## src/rtl/sprite_fetch_sequencer.sv

```systemverilog
// Sprite tile-row fetch sequencer: queues X-match requests, reads low/high bitplanes and drives shifter loads.
// Optional abort input when SPR_FETCH_ABORT_EN is defined.
module sprite_fetch_sequencer #(
  parameter int RD_CYCLES = 2,
  parameter int MAX_PEND  = 3
) (
  input  logic        clk,
  input  logic        nreset,
`ifdef SPR_FETCH_ABORT_EN
  input  logic        abort,
`endif
  input  logic        spr_req,
  output logic        spr_ack,
  input  logic [7:0]  spr_tile,
  input  logic [3:0]  spr_row,
  input  logic        spr_xflip,
  input  logic        spr_yflip,
  input  logic        tall,
  output logic        vram_rd,
  output logic [12:0] vram_addr,
  input  logic [7:0]  md,
  output logic        lat_lo,
  output logic        lat_hi,
  output logic        xflip,
  input  logic [7:0]  spr_pix_a,
  input  logic [7:0]  spr_pix_b,
  output logic [7:0]  load_en,
  output logic        bg_stall,
  output logic        busy
);
  localparam int DEPTH = MAX_PEND + 1;
  localparam int PTR_W = $clog2(DEPTH);
  localparam int CNT_W = $clog2(DEPTH + 1);
  localparam logic [2:0] LAST_CYC = 3'(RD_CYCLES - 1);

  localparam logic [1:0] S_IDLE  = 2'd0;
  localparam logic [1:0] S_RD_LO = 2'd1;
  localparam logic [1:0] S_RD_HI = 2'd2;
  localparam logic [1:0] S_LOAD  = 2'd3;

  typedef struct packed {
    logic [7:0] tile;
    logic [3:0] row;
    logic       xflip;
    logic       yflip;
    logic       tall;
  } req_t;

  req_t             fifo_mem [DEPTH];
  req_t             head;
  req_t             wr_entry;
  logic [PTR_W-1:0] wr_ptr_q, wr_ptr_d;
  logic [PTR_W-1:0] rd_ptr_q, rd_ptr_d;
  logic [CNT_W-1:0] count_q, count_d;
  logic [CNT_W:0]   occupancy;
  logic [1:0]       state_q, state_d;
  logic [2:0]       cyc_q, cyc_d;
  logic [10:0]      base_q, base_d;
  logic             wxflip_q, wxflip_d;
  logic             ack_q;
  logic             abort_w;
  logic             push;
  logic             pop;
  logic             q_nonempty;
  logic             cyc_last;
  logic             rd_lo;
  logic             rd_hi;
  logic [3:0]       r_eff;
  logic [7:0]       tile_eff;
  logic             md_unused;

`ifdef SPR_FETCH_ABORT_EN
  assign abort_w = abort;
`else
  assign abort_w = 1'b0;
`endif

  // md only matters to the shifter; the read timing here is fixed by RD_CYCLES.
  assign md_unused = ^md;

  function automatic logic [PTR_W-1:0] ptr_inc(input logic [PTR_W-1:0] p);
    return (p == PTR_W'(DEPTH - 1)) ? '0 : p + PTR_W'(1);
  endfunction

  assign q_nonempty = (count_q != '0);
  assign cyc_last   = (cyc_q == LAST_CYC);
  assign head       = fifo_mem[rd_ptr_q];
  assign wr_entry   = '{tile: spr_tile, row: spr_row, xflip: spr_xflip,
                        yflip: spr_yflip, tall: tall};

  // The active fetch counts against capacity, so at most MAX_PEND wait behind it.
  assign occupancy = {1'b0, count_q} + (CNT_W + 1)'(state_q != S_IDLE);
  assign push      = spr_req & ~abort_w & (occupancy < (CNT_W + 1)'(DEPTH));

  always_comb begin
    r_eff    = head.row;
    tile_eff = head.tile;
    if (head.yflip) begin
      r_eff = head.tall ? (4'd15 - head.row) : {1'b0, 3'd7 - head.row[2:0]};
    end
    if (head.tall) begin
      tile_eff = {head.tile[7:1], r_eff[3]};
    end
  end

  always_comb begin
    state_d  = state_q;
    cyc_d    = cyc_q;
    pop      = 1'b0;
    base_d   = base_q;
    wxflip_d = wxflip_q;
    case (state_q)
      S_IDLE: begin
        if (q_nonempty) begin
          pop     = 1'b1;
          state_d = S_RD_LO;
          cyc_d   = '0;
        end
      end
      S_RD_LO: begin
        if (cyc_last) begin
          state_d = S_RD_HI;
          cyc_d   = '0;
        end else begin
          cyc_d = cyc_q + 3'd1;
        end
      end
      S_RD_HI: begin
        if (cyc_last) begin
          state_d = S_LOAD;
          cyc_d   = '0;
        end else begin
          cyc_d = cyc_q + 3'd1;
        end
      end
      default: begin
        cyc_d = '0;
        if (q_nonempty) begin
          pop     = 1'b1;
          state_d = S_RD_LO;
        end else begin
          state_d = S_IDLE;
        end
      end
    endcase
    if (abort_w) begin
      state_d = S_IDLE;
      cyc_d   = '0;
      pop     = 1'b0;
    end
    if (pop) begin
      base_d   = {tile_eff, r_eff[2:0]};
      wxflip_d = head.xflip;
    end
  end

  always_comb begin
    wr_ptr_d = push ? ptr_inc(wr_ptr_q) : wr_ptr_q;
    rd_ptr_d = pop ? ptr_inc(rd_ptr_q) : rd_ptr_q;
    count_d  = count_q;
    if (push && !pop) begin
      count_d = count_q + CNT_W'(1);
    end else if (!push && pop) begin
      count_d = count_q - CNT_W'(1);
    end
    if (abort_w) begin
      wr_ptr_d = '0;
      rd_ptr_d = '0;
      count_d  = '0;
    end
  end

  always_ff @(posedge clk) begin
    if (push) begin
      fifo_mem[wr_ptr_q] <= wr_entry;
    end
  end

  always_ff @(posedge clk or negedge nreset) begin
    if (!nreset) begin
      state_q  <= S_IDLE;
      cyc_q    <= '0;
      base_q   <= '0;
      wxflip_q <= 1'b0;
      wr_ptr_q <= '0;
      rd_ptr_q <= '0;
      count_q  <= '0;
      ack_q    <= 1'b0;
    end else begin
      state_q  <= state_d;
      cyc_q    <= cyc_d;
      base_q   <= base_d;
      wxflip_q <= wxflip_d;
      wr_ptr_q <= wr_ptr_d;
      rd_ptr_q <= rd_ptr_d;
      count_q  <= count_d;
      ack_q    <= push;
    end
  end

  assign rd_lo     = (state_q == S_RD_LO);
  assign rd_hi     = (state_q == S_RD_HI);
  assign spr_ack   = ack_q;
  assign vram_rd   = rd_lo | rd_hi;
  assign vram_addr = vram_rd ? {1'b0, base_q, rd_hi} : '0;
  assign lat_lo    = ~(rd_lo & cyc_last);
  assign lat_hi    = ~(rd_hi & cyc_last);
  // Only transparent slots (both planes clear) may be overwritten.
  assign load_en   = (state_q == S_LOAD) ? ~(spr_pix_a | spr_pix_b) : '0;
  assign xflip     = (state_q != S_IDLE) ? wxflip_q : (q_nonempty & head.xflip);
  assign busy      = (state_q != S_IDLE) | q_nonempty;
  assign bg_stall  = busy;

endmodule

```

## config.mk

```make
export PLATFORM = sky130hd
export DESIGN_NAME = sprite_fetch_sequencer
export DESIGN_NICKNAME = d
export VERILOG_FILES = /design/src/rtl/sprite_fetch_sequencer.sv
export SDC_FILE = /design/constraint.sdc
export NUM_CORES = 1
export LEC_CHECK = 0
export CORE_UTILIZATION = 27
export CTS_BUF_LIST = sky130_fd_sc_hd__clkbuf_16
export CTS_CLUSTER_DIAMETER = 50
export CTS_CLUSTER_SIZE = 10
export DETAILED_ROUTE_END_ITERATION = 16
export GPL_TIMING_DRIVEN = 0
export RECOVER_POWER = 100
export SETUP_SLACK_MARGIN = 0.02
export SYNTH_ARGS = -nofsm -noshare
export SYNTH_HDL_FRONTEND = slang
export SYNTH_SLANG_ARGS = --single-unit
```

## constraint.sdc

```tcl
create_clock -name clk -period 2.85 [get_ports clk]
set_input_delay 0.7125 -clock clk [delete_from_list [all_inputs] [get_ports clk]]
set_output_delay 0.7125 -clock clk [all_outputs]
set_load 0.005 [all_outputs]
```

== Word-level counts from Yosys, hierarchy flattened ==
Memory sizes are Yosys's and may differ from the RTL's.
Index checks and enable logic that the tools add are counted.
Storage, ports and cells
  flip-flop bits (word level): 25
  bits in writable memories: 60
  bits of input ports: 42
  memories: 1
  output and inout bits: 28
  logic and storage cells: 69
Memories
  fifo_mem: depth 4, bits a word 15, rd ports 1, clocked after memory_dff 0, write ports 1, RTL line 49  | req_t fifo_mem [DEPTH];
Operators by class
  magnitude comparators: 1
  add/sub/neg operators: 8
  eq/ne operators: 9
  mux-type cells: 22
  reductions and logical operators: 10
  bitwise gates (word level): 10
Operators by type and width (number)
  two-way mux 12 bit: 1
  two-way mux 3 bit: 4
  two-way mux 2 bit: 5
  equality test 2 bit (second input constant): 4
  two-way mux 4 bit: 2
  two-way mux 8 bit: 1
  inverter 8 bit: 1
  bitwise OR 8 bit: 1
  two-way mux 1 bit: 7
  adder 3 x 1 -> 3 bit (second input constant): 2
  != test 2 bit (second input constant): 3
  one-hot mux 2 bit (3 select lines): 1
  one-hot mux 3 bit (2 select lines): 1
  adder 2 x 1 -> 2 bit (second input constant): 2
  adder 3 x 1 -> 4 bit: 1
  AND 1 bit: 4
  < comparator 4 x 3 -> 1 bit (second input constant): 1
  nonzero test 2 bit: 2
  subtractor 4 bit (first input constant): 1
  equality test 3 x 1 -> 1 bit (second input constant): 1
  AND reduction 3 bit: 1
  nonzero test 3 bit: 1
  subtractor 3 x 1 -> 3 bit (second input constant): 1
  subtractor 3 bit (first input constant): 1
  7 further kinds: 11

== Depth between registers and ports, before layout ==
  depth after elaboration: 8
  gate-level depth with buffers: 11
  gate-level depth less buffers: 10

== Worst setup path before layout ==
No wires, ideal clock.
  kind: input port to flip-flop
  from: in spr_req
  to: reg count_q[2]
  setup time: 79 ps
  path slack: 331 ps
  stages on the path: 8
  path buffers: 0
  data arrival time: 2440 ps
  required time: 2771 ps
  cell sequence: inv_1 -> a311oi_1 -> ha_1 -> inv_1 -> fa_1 -> xor2_1 -> nor2_1 -> xor2_1
On the way
  longest elaborated chain between the ends: 4
  elaborated cells between the ends (all ways): 6
  those cells by class: mux (1); bitwise (1); reduce/logical (4)
RTL lines
  start, declared: RTL line 12  | input logic spr_req,
  AND 1 bit *: RTL line 93  | assign push = spr_req & ~abort_w & (occupancy < (CNT_W + 1)'(DEPTH));
  via push: RTL line 62  | logic push;
  logical NOT 1 bit: RTL line 163  | end else if (!push && pop) begin
  logical AND 1 bit: RTL line 163
  nonzero test 2 bit (no line)
  end signal, assigned: RTL line 196  | count_q <= count_d;
  end, declared: RTL line 54  | logic [CNT_W-1:0] count_q, count_d;
The timed path passes the listed nets; every way through them passes the cells marked *.
A chain may end at the register's enable or synchronous reset.

== Final worst setup path ==
  from: reg state_q[0]
  to: out vram_addr[5]
On the way
  longest elaborated chain between the ends: 3
  elaborated cells between the ends (all ways): 4
  those cells by class: eq/ne (2); mux (1); bitwise (1)
RTL lines
  start, declared: RTL line 56  | logic [1:0] state_q, state_d;
  start signal, assigned: RTL line 190  | state_q <= state_d;
  equality test 2 x 1 -> 1 bit or equality test 2 bit (tied branches): RTL line 201, 202
  bitwise OR 1 bit *: RTL line 204  | assign vram_rd = rd_lo | rd_hi;
  two-way mux 12 bit *: RTL line 205  | assign vram_addr = vram_rd ? {1'b0, base_q, rd_hi} : '0;
  end, declared: RTL line 20  | output logic [12:0] vram_addr,
Mark *: on every way between the ends. The rest lies on a longest branch, timed or not.

==> metrics <==
Syn Area/Cell around 16 um^2; Cell Area, Synth between 3000 and 4000 um^2; met3 usage ~2.6%; Seq cells post-synth 85; skew final between 0.006 and 0.007 ns; Slew @ Worst Pin 1.161 ns; TritonCTS clock tree built; total gr overflow 0; Max Slew Vio Count 0; CP max stage cell dlygate4sd3_1; FMAX approximately 360 MHz; # Max-Cap Violations 0; LEAKAGE 1.787 nW; total wire length a little over 7 mm; synthesized instance count roughly 230; # diodes 0; clk buf depth 2; Global Route met2 Usage between 10% and 20%; RSZ-0062 raised after global routing false; peak supply drop ~0.34 mV; die height 117.6 um; CP startpoint kind flop; leading area contributor after synthesis edfxtp_1; top cell family by delay on the critical path buffers and inverters; clock sink count 85; Seq pwr share a little over a third; Inst Count DP 464; layout cell share with drive strength beyond 1 around 14%; DRT iter0 DRCs 63; die area roughly 14000 um^2; Clock Latency Late Sink between 0.3 and 0.4 ns; DRT Pass-1 Iters 6; vias in the first global route ~2200; first-pass GRT wire length 11.28 mm; DP HPWL 4.743 mm; Post-synth EDFFs 60; Logic pwr share approximately two fifths; Worst EP required 2.14 ns; gpl congestion between 0.6 and 0.7; clock network fraction of total power 22.3%; Nets around 360; Buf/Inv on CP 3; sequential area share after synthesis between 60% and 70%; Final ANT Viol Nets 0; Top FF cell, synth edfxtp_1; # IOs 70; Hold Vio Cnt, Final 0; Max FO, Critical Path 10; largest net degree at the start of global routing 26; crit-path cells inv_1 > ha_4 > clkbuf_8 > and2_1 > dlygate4sd3_1; CTS root buffer clkbuf_16; num rows between 40 and 50; core area 12820 um^2; Power Internal about 3.3 mW; total CTS buffers 9; cell with the most instances after synthesis edfxtp_1; initial antenna violation count 0; Most Crowded Layer GR met2; Clock transition at path regs around 0.060 ns; Post-CTS Hold Buffers 0; fin cells between 400 and 500; Final setup viols 0; DRC viols 0; IO buf count 60; vias per cell approximately 4.4; met1 Use GR about 13%; outcome finished clean; top cells by count, synth 60 x edfxtp_1, 34 x nand2_1, 25 x dfrtp_1; final period utilization between 90% and 100%; WL per Instance ~15 um; H-Tree Depth 3; yosys warns 0; final total negative setup slack 0 ns; sw frac between 30% and 40%; CP Capture Type output port; Slew HR 22.36%; post-synth net total ~290; GRT Util Overall 10.77%; Largest stage delay, worst path between 0.5 and 0.6 ns; ys async rst share roughly 29%; hold crit path type reg -> reg; top post-synthesis cells by area edfxtp_1 50%, dfrtp_1 17%, mux4_2 6.2%, mux4_1 3.6%, nand2_1 3.5%; minimum clock period after layout approximately 2.8 ns; synth unique cells 35; post-synth top area share about half; Starting Density 28.14%; area delta synth->final 32.56%; chip width 117.6 um; CP arrival 2.05 ns; Cell Pwr Density slightly above 1000 nW/um^2; detailed-route via count 2117; Switching Power 1.659 mW; Crit Path Class reg -> out
## cells in the final DEF (no fill, tap or decap), types with 2 or more instances in the layout
cell type / n
xor2_1: 3
edfxtp_1: 60
clkdlybuf4s50_1: 24
nand2_1: 34
mux4_1: 5
and2_1: 11
mux2_2: 3
buf_4: 5
and2_0: 4
nor3b_1: 9
mux4_2: 10
ha_1: 9
dlygate4sd3_1: 36
clkinvlp_4: 2
clkbuf_16: 9
a21o_1: 2
clkbuf_1: 3
nor2_1: 8
xnor2_1: 4
inv_6: 3
o21ai_0: 10
nor3_1: 2
dfrtp_1: 25
inv_1: 10
## final timing paths
path	depth (start not counted)	slack [ns]	start	to
worst max-delay path	5	0.09	state_q[0]	vram_addr[5]
worst min-delay path	2	0.47	base_q[4]	base_q[4]
worst max register to register	9	0.31	state_q[0]	count_q[1]
worst min register to register	2	0.47	base_q[4]	base_q[4]
max in group asynchronous	1	1.10	nreset	cyc_q[2]
min in group asynchronous	1	1.06	nreset	base_q[10]
## timing repair
| item | 4_1_cts | 5_1_grt |
|---|---|---|
| resized for setup | 8 | 3 |
| endpoints found under the hold margin | 0 | 0 |
| setup endpoints to repair | 73 | 8 |
| setup buffers | 1 | 4 |
## metrics by stage
| stage | utilization, % | hold WS (ns) | total power, mW | area [um^2] | setup WS (ns) |
|---|---|---|---|---|---|
| finish | 37.30 | 0.4701 | 4.945 | 4783 | 0.08687 |
| floorplan | - | 0.4169 | 3.038 | 3608 | 0.3310 |
| global route | 37.30 | 0.4937 | 5.262 | 4783 | 0.02009 |
| global placement | 34.50 | 0.4535 | 3.753 | 4424 | -0.4405 |
| CTS | 36.93 | 0.4798 | 4.991 | 4736 | 0.02637 |
| detailed placement | 34.50 | 0.4642 | 3.826 | 4424 | -0.6045 |
## routing by layer
metal,vias up,share of wire [%]
li1,998,-
met1,1048,45
met2,59,49
met3,12,4.3
met4,0,1.8
met5,-,0
## cell families (layout without fill, tap and decap cells)
kind of cell / Yosys count / count (layout) / share of synthesized area (%)
xor+xnor: 7 / 7 / 1.699
mux: 19 / 19 / 11.10
simple gates: 72 / 72 / 10.30
other cells: 1 / 1 / 0.1039
flops: 85 / 85 / 67.27
fa+ha+maj: 11 / 11 / 4.022
compound gates: 17 / 17 / 2.878
buf+inv: 20 / 99 / 2.635
## flip-flops by register name (all words and copies together), names as in the netlist, 2 cells and up
signal,flops
base_q,11
count_q,3
cyc_q,3
fifo_mem,60
rd_ptr_q,2
state_q,2
wr_ptr_q,2
## power by group through the flow
stage	Clock (mW)	Sequential [mW]	Combinational, mW
after floorplan	0	1.77	1.27
after global placement	0	1.80	1.95
after detailed placement	0	1.81	2.01
after CTS	1.13	1.80	2.07
after global routing	1.17	1.84	2.25
final	1.10	1.80	2.04
## area by class of cell
cell class / instances / area [um^2]
buffer: 7 / 65.06
clock buffer: 9 / 225.2
clock inverter: 7 / 57.56
fill: 1228 / 8041
inverter: 11 / 41.29
multi-input combinational: 127 / 1121
sequential: 85 / 2427
tap: 172 / 215.2
timing repair buffer: 65 / 630.6
## worst reg2reg max path, delay by kind of cell, from the launching register on
family	cells	cell delay, ns
multiplexers	1	0.27
adder cells (fa/ha/maj)	3	0.87
buffers and inverters	4	0.72
AND/OR/NAND/NOR	1	0.15
flip-flops	1	0.41
Power figures use the tool's default switching activity.
